**config.mk**
```make
export PLATFORM = sky130hd
export DESIGN_NAME = perceptron_trainer
export DESIGN_NICKNAME = d
export VERILOG_FILES = /design/src/rtl/fixed_point_pkg.sv /design/src/rtl/perceptron_trainer_pkg.sv /design/src/rtl/trainer_sample_mem.sv /design/src/rtl/perceptron_trainer.sv
export SDC_FILE = /design/constraint.sdc
export NUM_CORES = 1
export LEC_CHECK = 0
export CELL_PAD_IN_SITES_DETAIL_PLACEMENT = 0
export CELL_PAD_IN_SITES_GLOBAL_PLACEMENT = 1
export CORE_ASPECT_RATIO = 0.9
export CORE_UTILIZATION = 47
export CTS_CLUSTER_SIZE = 28
export DETAILED_ROUTE_END_ITERATION = 12
export PLACE_DENSITY_LB_ADDON = 0.1
export SYNTH_ARGS = -nofsm -noshare
export SYNTH_HDL_FRONTEND = slang
export SYNTH_SLANG_ARGS = --single-unit
```
**constraint.sdc**
```tcl
create_clock -name clk -period 5.23 [get_ports clk]
set_input_delay 1.046 -clock clk [delete_from_list [all_inputs] [get_ports clk]]
set_output_delay 1.046 -clock clk [all_outputs]
set_load 0.02 [all_outputs]
```
**src/rtl/fixed_point_pkg.sv**
```systemverilog
// Signed Q8.8 fixed-point type shared by the perceptron datapath and its trainer.
// Results that leave the representable range saturate instead of wrapping.
package FixedPoint;
  localparam int SFP_W    = 16;
  localparam int SFP_FRAC = 8;

  typedef logic signed [SFP_W-1:0] sfp;

  localparam sfp SFP_ONE = 16'sh0100;

  function automatic sfp sfp_sat(input logic signed [2*SFP_W-1:0] v);
    if (v > 32'sd32767)
      return 16'sh7fff;
    else if (v < -32'sd32768)
      return 16'sh8000;
    else
      return v[SFP_W-1:0];
  endfunction

  function automatic sfp sfp_add(input sfp a, input sfp b);
    logic signed [2*SFP_W-1:0] s;
    s = 32'(a) + 32'(b);
    return sfp_sat(s);
  endfunction

  // Round half up on the dropped fraction bits before saturating.
  function automatic sfp sfp_mul(input sfp a, input sfp b);
    logic signed [2*SFP_W-1:0] p;
    p = 32'(a) * 32'(b);
    return sfp_sat((p + 32'sd128) >>> SFP_FRAC);
  endfunction
endpackage

```
**src/rtl/perceptron_trainer_pkg.sv**
```systemverilog
// Trainer sequencing states and the counter-width helpers derived from memory depth.
package TrainerPkg;
  typedef enum logic [2:0] {
    ST_IDLE,
    ST_CLEAR,
    ST_TRAIN,
    ST_CHECK,
    ST_DONE
  } state_t;

  // Sample counts run 0..MAX_SAMPLES inclusive, hence the +1.
  function automatic int sample_w(input int max_samples);
    return $clog2(max_samples + 1);
  endfunction

  function automatic int index_w(input int max_samples);
    return (max_samples > 1) ? $clog2(max_samples) : 1;
  endfunction
endpackage

```
**src/rtl/trainer_sample_mem.sv**
```systemverilog
// Training-set storage: one synchronous write port, one asynchronous read port.
// Out-of-range addresses are dropped on write and read back as zero.
module trainer_sample_mem
  import FixedPoint::*;
  import TrainerPkg::*;
#(
  parameter int INPUT_UNITS = 2,
  parameter int MAX_SAMPLES = 16,
  parameter int AW          = 5
) (
  input  logic          clk,
  input  logic          wr_en,
  input  logic [AW-1:0] wr_addr,
  input  sfp            wr_values [INPUT_UNITS],
  input  sfp            wr_expected,
  input  logic [AW-1:0] rd_addr,
  output sfp            rd_values [INPUT_UNITS],
  output sfp            rd_expected
);
  localparam int IW = index_w(MAX_SAMPLES);

  sfp            mem_values   [MAX_SAMPLES][INPUT_UNITS];
  sfp            mem_expected [MAX_SAMPLES];
  logic          wr_ok, rd_ok;
  logic [IW-1:0] wr_idx, rd_idx;

  assign wr_ok  = wr_en && (32'(wr_addr) < MAX_SAMPLES);
  assign rd_ok  = 32'(rd_addr) < MAX_SAMPLES;
  assign wr_idx = wr_addr[IW-1:0];
  assign rd_idx = rd_addr[IW-1:0];

  always_ff @(posedge clk) begin
    if (wr_ok) begin
      mem_values[wr_idx]   <= wr_values;
      mem_expected[wr_idx] <= wr_expected;
    end
  end

  always_comb begin
    rd_expected = '0;
    for (int i = 0; i < INPUT_UNITS; i++) rd_values[i] = '0;
    if (rd_ok) begin
      rd_expected = mem_expected[rd_idx];
      rd_values   = mem_values[rd_idx];
    end
  end
endmodule

```
**src/rtl/perceptron_trainer.sv**
```systemverilog
// Sequences epochs of perceptron training over the stored samples until an
// error-free epoch (converged) or the epoch limit is reached.
module perceptron_trainer
  import FixedPoint::*;
  import TrainerPkg::*;
#(
  parameter int INPUT_UNITS = 2,
  parameter int MAX_SAMPLES = 16,
  parameter int EW          = 8,
  localparam int SW         = sample_w(MAX_SAMPLES)
) (
  input  logic          clk,
  input  logic          rst,
  input  logic          start,
  input  logic [SW-1:0] num_samples,
  input  logic [EW-1:0] max_epochs,
  input  sfp            learning_rate,
  input  logic          load_en,
  input  logic [SW-1:0] load_addr,
  input  sfp            load_values [INPUT_UNITS],
  input  sfp            load_expected,
  output logic          p_rst,
  output logic          p_training,
  output sfp            p_values [INPUT_UNITS],
  output sfp            p_expected,
  output sfp            p_learning_rate,
  input  sfp            p_prediction,
  output logic          busy,
  output logic          done,
  output logic          converged,
  output logic [EW-1:0] epoch_count,
  output logic [SW-1:0] error_count
);
  localparam logic [SW-1:0] S_ONE = {{(SW-1){1'b0}}, 1'b1};
  localparam logic [EW-1:0] E_ONE = {{(EW-1){1'b0}}, 1'b1};

  state_t        state, state_nx;
  logic [SW-1:0] idx, num_lat, err_cnt;
  logic [EW-1:0] max_lat, epoch_cnt, epoch_inc;
  sfp            rate_lat;
  logic          done_r, conv_r;
  logic          run_active, last_sample, mismatch, zero_run;

  trainer_sample_mem #(
    .INPUT_UNITS (INPUT_UNITS),
    .MAX_SAMPLES (MAX_SAMPLES),
    .AW          (SW)
  ) u_mem (
    .clk         (clk),
    .wr_en       (load_en && !run_active),
    .wr_addr     (load_addr),
    .wr_values   (load_values),
    .wr_expected (load_expected),
    .rd_addr     (idx),
    .rd_values   (p_values),
    .rd_expected (p_expected)
  );

  assign epoch_inc   = epoch_cnt + E_ONE;
  assign last_sample = (idx == num_lat - S_ONE);
  assign mismatch    = (p_prediction != p_expected);
  assign zero_run    = (num_samples == '0) || (max_epochs == '0);

  always_comb begin
    state_nx   = state;
    run_active = 1'b0;
    p_rst      = rst;
    p_training = 1'b0;
    case (state)
      ST_IDLE:  if (start) state_nx = zero_run ? ST_DONE : ST_CLEAR;
      ST_CLEAR: begin
        run_active = 1'b1;
        p_rst      = 1'b1;
        state_nx   = ST_TRAIN;
      end
      ST_TRAIN: begin
        run_active = 1'b1;
        p_training = !rst;
        if (last_sample) state_nx = ST_CHECK;
      end
      ST_CHECK: begin
        run_active = 1'b1;
        state_nx   = (err_cnt == '0 || epoch_inc == max_lat) ? ST_DONE : ST_TRAIN;
      end
      ST_DONE:  state_nx = ST_IDLE;
      default:  state_nx = ST_IDLE;
    endcase
  end

  always_ff @(posedge clk) begin
    if (rst) begin
      state     <= ST_IDLE;
      idx       <= '0;
      num_lat   <= '0;
      max_lat   <= '0;
      err_cnt   <= '0;
      epoch_cnt <= '0;
      done_r    <= 1'b0;
      conv_r    <= 1'b0;
    end else begin
      state <= state_nx;
      case (state)
        ST_IDLE: if (start) begin
          num_lat   <= num_samples;
          max_lat   <= max_epochs;
          err_cnt   <= '0;
          epoch_cnt <= '0;
          conv_r    <= 1'b0;
          done_r    <= zero_run;
        end
        ST_CLEAR: idx <= '0;
        ST_TRAIN: begin
          // Compares against the prediction made before this edge's weight update.
          if (mismatch) err_cnt <= err_cnt + S_ONE;
          idx <= idx + S_ONE;
        end
        ST_CHECK: begin
          epoch_cnt <= epoch_inc;
          if (err_cnt == '0) begin
            done_r <= 1'b1;
            conv_r <= 1'b1;
          end else if (epoch_inc == max_lat) begin
            done_r <= 1'b1;
          end else begin
            idx     <= '0;
            err_cnt <= '0;
          end
        end
        default: ;
      endcase
    end
  end

  // Rate is pure data: captured on start, never reset.
  always_ff @(posedge clk) begin
    if (state == ST_IDLE && start) rate_lat <= learning_rate;
  end

  assign busy            = run_active && !rst;
  assign done            = done_r;
  assign converged       = conv_r;
  assign epoch_count     = epoch_cnt;
  assign error_count     = err_cnt;
  assign p_learning_rate = rate_lat;
endmodule

```
==> results of run 1 <==
[power groups by stage]
stage	combinational (W)	sequential (W)	clock [W]
final	0.000887	0.00734	0.00607
after global routing	0.000957	0.00734	0.00643
after detailed placement	0.000902	0.00748	0
after floorplan	0.000534	0.00747	0
after CTS	0.000906	0.00734	0.00619
after global placement	0.000894	0.00748	0
[cells by family after synthesis]
kind of cell,count (synthesis),share of synthesized area (%)
AND/OR/NAND/NOR,219,3.522
AO/OA/AOI/OAI,114,2.454
buffers and inverters,85,1.399
flip-flops,824,75.80
adder cells (fa/ha/maj),5,0.1948
multiplexers,245,15.69
XOR/XNOR,33,0.9428
[sequential cells by signal, indices dropped and copies added, names as in the netlist, 3 cells and up, named ones only]
| signal | flops |
|---|---|
| max_lat | 8 |
| p_learning_rate | 16 |
| state | 3 |
| epoch_count | 8 |
| idx | 5 |
| u_mem.mem_expected | 256 |
| num_lat | 5 |
| error_count | 5 |
| u_mem.mem_values | 512 |
[worst max-delay path, stage by stage, from the launching register on]
cell	delay, ns
dfxtp_4	0.73
buf_12	0.55
mux4_2	0.40
mux4_2	0.54
nor2b_1	0.16
clkdlybuf4s50_1	0.57
[layout make-up]
type / count / area (sq um)
Antenna cell: 1 / 2.502
Clock buffer: 106 / 2227
Clock inverter: 47 / 585.6
Fill cell: 5079 / 29290
Inverter: 10 / 37.54
Multi-Input combinational cell: 616 / 7441
Sequential cell: 824 / 24360
Tap cell: 874 / 1094
Timing Repair Buffer: 219 / 2302
[path summary, 6_finish.rpt]
check,slack [ns],start,cells past startpoint,end
worst min register to register,0.47,max_lat[4]$_SDFFE_PP0P_,2,max_lat[4]$_SDFFE_PP0P_
worst max register to register,1.00,register,10,error_count[0]$_SDFFE_PP0P_
worst max-delay path,0.54,register,5,p_values[15]
worst min-delay path,0.47,max_lat[4]$_SDFFE_PP0P_,2,max_lat[4]$_SDFFE_PP0P_
[through the flow]
| step | total power, W | hold WS [ns] | worst slack [ns] | std cells | util, % |
|---|---|---|---|---|---|
| after global routing | 0.01473 | 0.4913 | 0.3365 | 2696 | 56.50 |
| after global placement | 0.008370 | 0.4643 | 0.8916 | 2543 | 52.32 |
| after CTS | 0.01443 | 0.4763 | 0.4375 | 2696 | 56.50 |
| after detailed placement | 0.008381 | 0.4685 | 0.8823 | 2543 | 52.32 |
| final | 0.01430 | 0.4720 | 0.5439 | 2697 | 56.50 |
| after floorplan | 0.008002 | 0.4478 | 0.003985 | 1525 | - |
[metal layers]
metal | GRT usage (%) | wire length, um
met2 | 36.53 | 37520
met5 | 0 | 27
met1 | 30.40 | 32440
met3 | 3.436 | 3319
met4 | 5.414 | 1407
[Yosys cell counts (all sizes together) (4+ instances only)]
| master | n |
|---|---|
| mux4 | 203 |
| nor3b | 7 |
| clkbuf | 35 |
| a22oi | 17 |
| nand4 | 5 |
| o31ai | 7 |
| o21ai | 23 |
| or3 | 4 |
| or4 | 4 |
| xor2 | 19 |
| nand3 | 8 |
| a21oi | 29 |
| nor3 | 13 |
| nor2 | 54 |
| nand2b | 7 |
| mux2i | 34 |
| nor4 | 4 |
| dfxtp | 40 |
| edfxtp | 784 |
| nor2b | 51 |
| ha | 5 |
| xnor2 | 13 |
| a211oi | 7 |
| a31oi | 7 |
| and3 | 7 |
| mux2 | 8 |
| inv | 9 |
| nand2 | 44 |
| a22o | 4 |
| buf | 40 |
==> metrics.csv, run 1 <==
metric,value,unit
wirelength,74720,um
layout_common_cells,"edfxtp_1 (784), mux4_2 (193), clkdlybuf4s50_1 (183)",
antenna_left,0,
yosysWarnings,0,
synth_top_area_share,73.30,%
grt_pass1_wl,109600,um
maxCapViolCount,0,
postCtsSetupBuffers,0,
pwr-share-seq,51.3,%
area_growth,18.46,%
relSlewSlack,28.60,%
port_buffers,183,
worst-endpoint-required,4.18,ns
setup_viol,0,
cp.arrival,3.64,ns
power_leakage,11.75,nW
period_needed,4.686,ns
clock_power_share,42.5,%
dieArea,0.06939,sq mm
cp_max_fo,98,
power.switching,0.002988,W
max-vdd-ir-drop,0.2618,mV
seq_area_frac_synth,75.80,%
combPwrFrac,6.2,%
vias_per_cell,5.817,
grt_max_degree,99,
cts-htree-levels,3,
outcome,completed,
rows,90,
root_buffer,clkbuf_16,
ys.flop_type,edfxtp_1,
fin_skew,0.01669,ns
first_pass_iters,7,
first_global_vias,16189,
async_flop_share,0,%
final_area,0.03805,sq mm
path_class,reg2out,
numClockSinks,824,
cts_buffer_depth,3,
synth_cells,1525,
cp-start-kind,register,
antenna_found_initial,3,
fin_nets,1862,
place_area,0.03523,sq mm
yosys-top-cells-area,"edfxtp_1 (73%), mux4_2 (14%), dfxtp_1 (2.5%)",
fmax,0.2134,GHz
cts_tree,done,
drc_errors,0,
maxSlewViolCount,0,
clkTransAtPathRegs,0.06,ns
clk_latency,0.64,ns
syn_area,0.03212,sq mm
syn_nets,1632,
num_vias,15688,
layout_commonest_cell,edfxtp_1,
final-hold-violation-count,0,
synth_edf_count,784,
syn_avg_cell_area,21.06,sq um
wire_per_inst,27.70,um
switching_share,20.90,%
cts_hold_buf,0,
grt_util_all_layers,21.90,%
yosysTopAreaCell,edfxtp_1,
place_hpwl,38270,um
die_h,250.0,um
chipWidth,277.6,um
grt-ovfl-total,0,
num_io_pins,184,
placeableCoreArea,0.06734,sq mm
drt_iter0_markers,1514,
cts_buffers,84,
holdCritPathClass,reg2reg,
drive_gt1_share,21.46,%
tightest_slew,1.071,ns
ys_ff_latch,824,
yosysUniqueCellTypes,63,
cts_resized,0,
gp_congestion,0.7362,
power.density,375.8,mW/mm^2
initial_core_util,47.69,%
timing.final.crit_share,89.60,%
rsz0062_at_grt,no,
end_kind,output port,
setup_tns,0,ns
internal_power,0.01131,W
Power figures use the tool's default switching activity.
==> inputs of run 2 (changes only) <==
Settings changed: CORE_UTILIZATION 47 to 56.
Clock period 5.23 ns to 5.4 ns, I/O delays scaled along.
==> run 2 against run 1 <==
Against the previous run: clock power fell by 13%; worst hold slack got worse by 0.0029 ns; setup slack gained 0.14 ns; clock skew grew 0.0085 ns; non-clock buffer count increased by 6; via count up 1.7%; design area decreased by 1.3%; combinational power fell by 3.6%; register-to-register slack better by 0.44 ns; count of clock-buffer cells in the layout is 1 lower; routed wire length is 4.0% lower; global-route usage grew 3.5 points; critical path type unchanged.
==> metrics.csv, run 2 (synthesis results as in run 1) <==
metric,value,unit,change
outcome,completed,,
numClockSinks,824,,unchanged
n_fill_cell,3711,,-27%
rows,82,,-8.9%
fmax,0.2118,GHz,
timing.final.crit_share,87.42,%,
first_pass_iters,7,,unchanged
switching_share,21.01,%,+0.12 points
rsz0062_at_grt,no,,
final-hold-violation-count,0,,unchanged
dieArea,0.05831,sq mm,-16%
grt-ovfl-total,0,,unchanged
power_leakage,11.60,nW,-1.3%
fin_nets,1865,,+0.16%
worst-endpoint-required,4.32,ns,+0.14 ns
cp-start-kind,register,,
cts_buffer_depth,3,,unchanged
die_h,229.2,um,-8.3%
relSlewSlack,27.99,%,-0.60 points
cts_hold_buf,0,,unchanged
multi_input_area,0.007441,sq mm,unchanged
maxSlewViolCount,0,,unchanged
worst-path-buf-inv,2,,unchanged
num_vias,15951,,+1.7%
antenna_found_initial,4,,+1
tightest_slew,1.079,ns,+0.007876 ns
port_buffers,183,,unchanged
grt_max_degree,70,,-29%
cts_buffers,81,,-3.6%
slowest_stage,dfxtp_4,,
crit_family,buffers and inverters,,
maxCapViolCount,0,,unchanged
root_buffer,clkbuf_16,,
drc_errors,0,,unchanged
period_needed,4.721,ns,
postCtsSetupBuffers,0,,unchanged
first_global_vias,16036,,-0.95%
wirelength,71730,um,-4.0%
antenna_left,0,,unchanged
drt_iter0_markers,1404,,-7.3%
worstRegToRegCells,10,,unchanged
cts_resized,0,,unchanged
crit_cells,5,,unchanged
grt_util_all_layers,25.36,%,+3.5 points
pwr-share-seq,53.5,%,+2.2 points
worstPathCellList,"buf_4, nand2b_1, o21ai_0, o31ai_2, clkdlybuf4s50_1",,
clkTransAtPathRegs,0.06,ns,about the same
layout_common_cells,"edfxtp_1 (784), mux4_2 (193), clkdlybuf4s50_1 (183)",,
holdPathStages,2,,unchanged
cts_tree,done,,
power.switching,0.002788,W,-6.7%
grt_pass1_wl,105700,um,-3.6%
path_class,reg2out,,
layout_commonest_cell,edfxtp_1,,
fin_skew,0.02522,ns,+0.008525 ns
setup_tns,0,ns,unchanged
clock_power_share,40.0,%,-2.5 points
setup_viol,0,,unchanged
gp_congestion,0.7709,,+4.7%
largest_reg_flops,512,,unchanged
wire_per_inst,27.84,um,+0.47%
cp_max_fo,49,,-50%
initial_core_util,57.23,%,+9.5 points
final_area,0.03755,sq mm,-1.3%
end_kind,output port,,
regArea,0.02436,sq mm,unchanged
vias_per_cell,6.190,,+6.4%
placeableCoreArea,0.05612,sq mm,-17%
area_growth,16.92,%,
cpPeakStageDelay,0.98,ns,+0.25 ns
power.density,353.3,mW/mm^2,-6.0%
largest_register,u_mem.mem_values,,
max-vdd-ir-drop,0.2875,mV,+9.8%
internal_power,0.01048,W,-7.4%
drive_gt1_share,21.00,%,-0.46 points
cts-htree-levels,3,,unchanged
num_io_pins,184,,unchanged
place_hpwl,38010,um,-0.67%
place_area,0.03508,sq mm,-0.43%
holdCritPathClass,reg2reg,,
combPwrFrac,6.4,%,+0.2 points
clk_latency,0.63,ns,about the same
chipWidth,254.4,um,-8.3%
cp.arrival,3.64,ns,about the same
-- run 2: area by class of cell --
type / count / share of cell area (%)
flip-flops and latches: 824 / 64.86
multi-input cells: 616 / 19.82
repair buffers: 225 / 6.118
clock buffers: 105 / 5.721
well taps: 756 / 2.519
clock inverters: 39 / 0.8497
inverters: 10 / 0.09996
diodes: 2 / 0.01333
-- run 2: path summary, 6_finish.rpt --
path | startpoint | end | slack (ns)
setup / recovery | register | p_expected[14] | 0.68
hold / removal | max_lat[3]$_SDFFE_PP0P_ | max_lat[3]$_SDFFE_PP0P_ | 0.47
setup reg to reg | register | error_count[4]$_SDFFE_PP0P_ | 1.44
hold reg to reg | max_lat[3]$_SDFFE_PP0P_ | max_lat[3]$_SDFFE_PP0P_ | 0.47
-- run 2: power by group through the flow --
stage               combinational (W)  clock (W)  sequential, W
CTS                          0.000867    0.00540        0.00710
floorplan                    0.000517          0        0.00723
detailed placement           0.000864          0        0.00724
finish                       0.000855    0.00531        0.00710
global placement             0.000851          0        0.00723
global route                 0.000918    0.00564        0.00711
-- run 2: metal layers --
metal	GRT usage, %	share of wire, %	wire length [um]	vias to the layer above
met3	4.478	6.4	4617	97
li1	-	-	-	6802
met1	38.04	43	31200	8424
met5	0	0.036	26	-
met2	39.49	48	34740	624
met4	5.572	1.6	1154	4
-- run 2: through the flow --
stage | std cells | total power [W] | utilization, % | hold WS, ns | setup slack, ns
floorplan | 1525 | 0.007750 | - | 0.4478 | 0.1400
global placement | 2431 | 0.008085 | 62.51 | 0.4572 | 1.310
detailed placement | 2431 | 0.008101 | 62.51 | 0.4627 | 1.296
CTS | 2575 | 0.01336 | 66.90 | 0.4712 | 0.6311
global route | 2576 | 0.01366 | 66.91 | 0.4897 | 0.4908
finish | 2577 | 0.01327 | 66.91 | 0.4691 | 0.6794
-- run 2: worst register-to-register path: cells and delay by family, from the launching register on --
kind                   cells  cell delay [ns]
multiplexers               1             0.40
buffers and inverters      1             0.59
AO/OA/AOI/OAI              4             0.73
flip-flops                 1             0.93
AND/OR/NAND/NOR            3             0.87
XOR/XNOR                   1             0.37
==> inputs of run 3 (changes only) <==
Settings changed: CELL_PAD_IN_SITES_DETAIL_PLACEMENT 0 to not set, CELL_PAD_IN_SITES_GLOBAL_PLACEMENT 1 to not set, CORE_MARGIN set to 3, CORE_UTILIZATION 56 to 60, PLACE_DENSITY set to 0.8, PLACE_DENSITY_LB_ADDON 0.1 to not set.
==> run 3 against run 2 <==
Against the previous run: die area fell by 3.4%; sequential share of layout area rose by 0.16 points; non-clock buffer count fell by 1; sequential power about the same; clock power is 1% higher; register-to-register slack got worse by 0.22 ns; count of clock-buffer cells in the layout is 6 lower; first-iteration DRC count is 27% higher; final cell count shrank 2.9%; routed wire length increased by 4.5%; worst hold slack better by 0.0072 ns; highest routed layer unchanged.
==> metrics.csv, run 3 (synthesis results as in run 1) <==
metric,value,unit,change
layout_common_cells,"edfxtp_1 (784), mux4_2 (193), clkdlybuf4s50_1 (183)",,
max-vdd-ir-drop,0.2945,mV,+2.5%
rsz0062_at_grt,no,,
fmax,0.2026,GHz,-4.4%
timing.final.crit_share,91.41,%,+4.0 points
dpl.cell_count,2362,,-2.8%
pre_cts_ws,0.9840,ns,-0.3118 ns
area_growth,16.64,%,
power.density,356.5,mW/mm^2,+0.89%
die_h,225.5,um,-1.6%
drt_iter0_markers,1781,,+27%
grt-ovfl-total,0,,unchanged
cts_buffers,79,,-2.5%
worst_slack,0.4636,ns,-0.2158 ns
gp_congestion,0.7442,,-3.5%
postCtsSetupBuffers,0,,unchanged
num_vias,16506,,+3.5%
clk_latency,0.62,ns,about the same
place_hpwl,36990,um,-2.7%
internal_power,0.01060,W,+1.1%
layout_commonest_cell,edfxtp_1,,
cp-start-kind,register,,
instances_no_fill,2503,,-2.9%
period_needed,4.936,ns,+0.2158 ns
holdCritPathClass,reg2reg,,
first_pass_iters,5,,-2
worst-endpoint-required,4.32,ns,about the same
rows,79,,-3.7%
initial_core_util,61.42,%,+4.2 points
power_leakage,11.61,nW,+0.11%
antenna_found_initial,3,,-1
antenna_left,0,,unchanged
port_buffers,183,,unchanged
tightest_slew,1.063,ns,-0.01560 ns
setup_tns,0,ns,unchanged
relSlewSlack,29.11,%,+1.1 points
n_fill_cell,2965,,-20%
root_buffer,clkbuf_16,,
end_kind,output port,,
clkTransAtPathRegs,0.06,ns,about the same
p_total,0.01335,W,+0.65%
cts_buffer_depth,3,,unchanged
cts_resized,0,,unchanged
largest_register,u_mem.mem_values,,
maxSlewViolCount,0,,unchanged
cts_tree,done,,
fin_nets,1862,,-0.16%
grt_util_all_layers,27.20,%,+1.8 points
final-hold-violation-count,0,,unchanged
cts-htree-levels,3,,unchanged
wire_per_inst,29.94,um,+7.6%
slowest_stage,dfxtp_4,,
cp.arrival,3.86,ns,+0.22 ns
cp_max_fo,47,,-4.1%
largest_reg_flops,512,,unchanged
path_class,reg2out,,
num_io_pins,184,,unchanged
setup_viol,0,,unchanged
cts_hold_buf,0,,unchanged
switching_share,20.65,%,-0.36 points
cpPeakStageDelay,0.96,ns,-0.02 ns
drive_gt1_share,21.28,%,+0.28 points
chipWidth,249.9,um,-1.8%
wirelength,74930,um,+4.5%
vias_per_cell,6.594,,+6.5%
dieArea,0.05634,sq mm,-3.4%
outcome,completed,,
combPwrFrac,6.4,%,about the same
grt_max_degree,71,,+1.4%
maxCapViolCount,0,,unchanged
first_global_vias,16987,,+5.9%
pwr-share-seq,53.3,%,-0.2 points
drc_errors,0,,unchanged
placeableCoreArea,0.05229,sq mm,-6.8%
numClockSinks,824,,unchanged
grt_pass1_wl,111600,um,+5.5%
power.switching,0.002758,W,-1.1%
fin_skew,0.02610,ns,+0.0008789 ns
clock_power_share,40.3,%,+0.3 points
worstPathCellList,"buf_4, mux4_1, o211ai_1, nand2_1, clkdlybuf4s50_1",,
run 3: cell types whose count changed in the layout (fill, tap and decap cells not counted), moves of 3 or more:
cell | previous run | this run
clkinv_1 | 19 | 15
buf_12 | 12 | 9
bufinv_16 | 4 | 7
clkbuf_1 | 22 | 17
clkinv_2 | 9 | 13
run 3: worst paths after layout:
check	start	to	slack, ns	cells after the start
worst max-delay path	register	p_expected[3]	0.46	5
worst min register to register	max_lat[0]$_SDFFE_PP0P_	max_lat[0]$_SDFFE_PP0P_	0.48	2
worst min-delay path	max_lat[0]$_SDFFE_PP0P_	max_lat[0]$_SDFFE_PP0P_	0.48	2
worst max register to register	register	error_count[0]$_SDFFE_PP0P_	1.22	9
run 3: metrics by stage:
stage                     instance area (sq um)  util [%]  hold WS (ns)
final                                     37460     71.64        0.4762
after global placement                    34950     66.84        0.4625
after CTS                                 37460     71.64        0.4769
after floorplan                           32120         -        0.4478
after detailed placement                  34950     66.84        0.4686
after global routing                      37460     71.64        0.4937
run 3: worst max-delay path: cells and delay by family, from the launching register on:
| kind | cells | cell delay (ns) |
|---|---|---|
| multiplexers | 1 | 0.60 |
| AND/OR/NAND/NOR | 1 | 0.14 |
| flip-flops | 1 | 0.96 |
| buffers and inverters | 2 | 1.09 |
| AO/OA/AOI/OAI | 1 | 0.39 |
run 3: metal layers:
metal	track usage (%)	part of all wire, %	vias to the layer above
li1	-	-	6784
met4	8.009	2.4	4
met5	0	0.036	-
met1	38.36	39	8700
met3	5.077	7.9	147
met2	44.53	51	871
run 3: layout make-up:
type	count	area, sq um	area share, %
Tap cell	688	860.8	2.298
Sequential cell	824	24360	65.02
Clock inverter	41	394.1	1.052
Multi-Input combinational cell	616	7441	19.86
Timing Repair Buffer	224	2252	6.012
Inverter	10	37.54	0.1002
Antenna cell	1	2.502	0.006680
Clock buffer	99	2116	5.648
run 3: power groups by stage:
stage	clock network (W)	registers [W]	logic, W
floorplan	0	0.00723	0.000517
global placement	0	0.00725	0.000829
detailed placement	0	0.00725	0.000850
CTS	0.00547	0.00712	0.000862
global route	0.00570	0.00712	0.000917
finish	0.00538	0.00711	0.000854
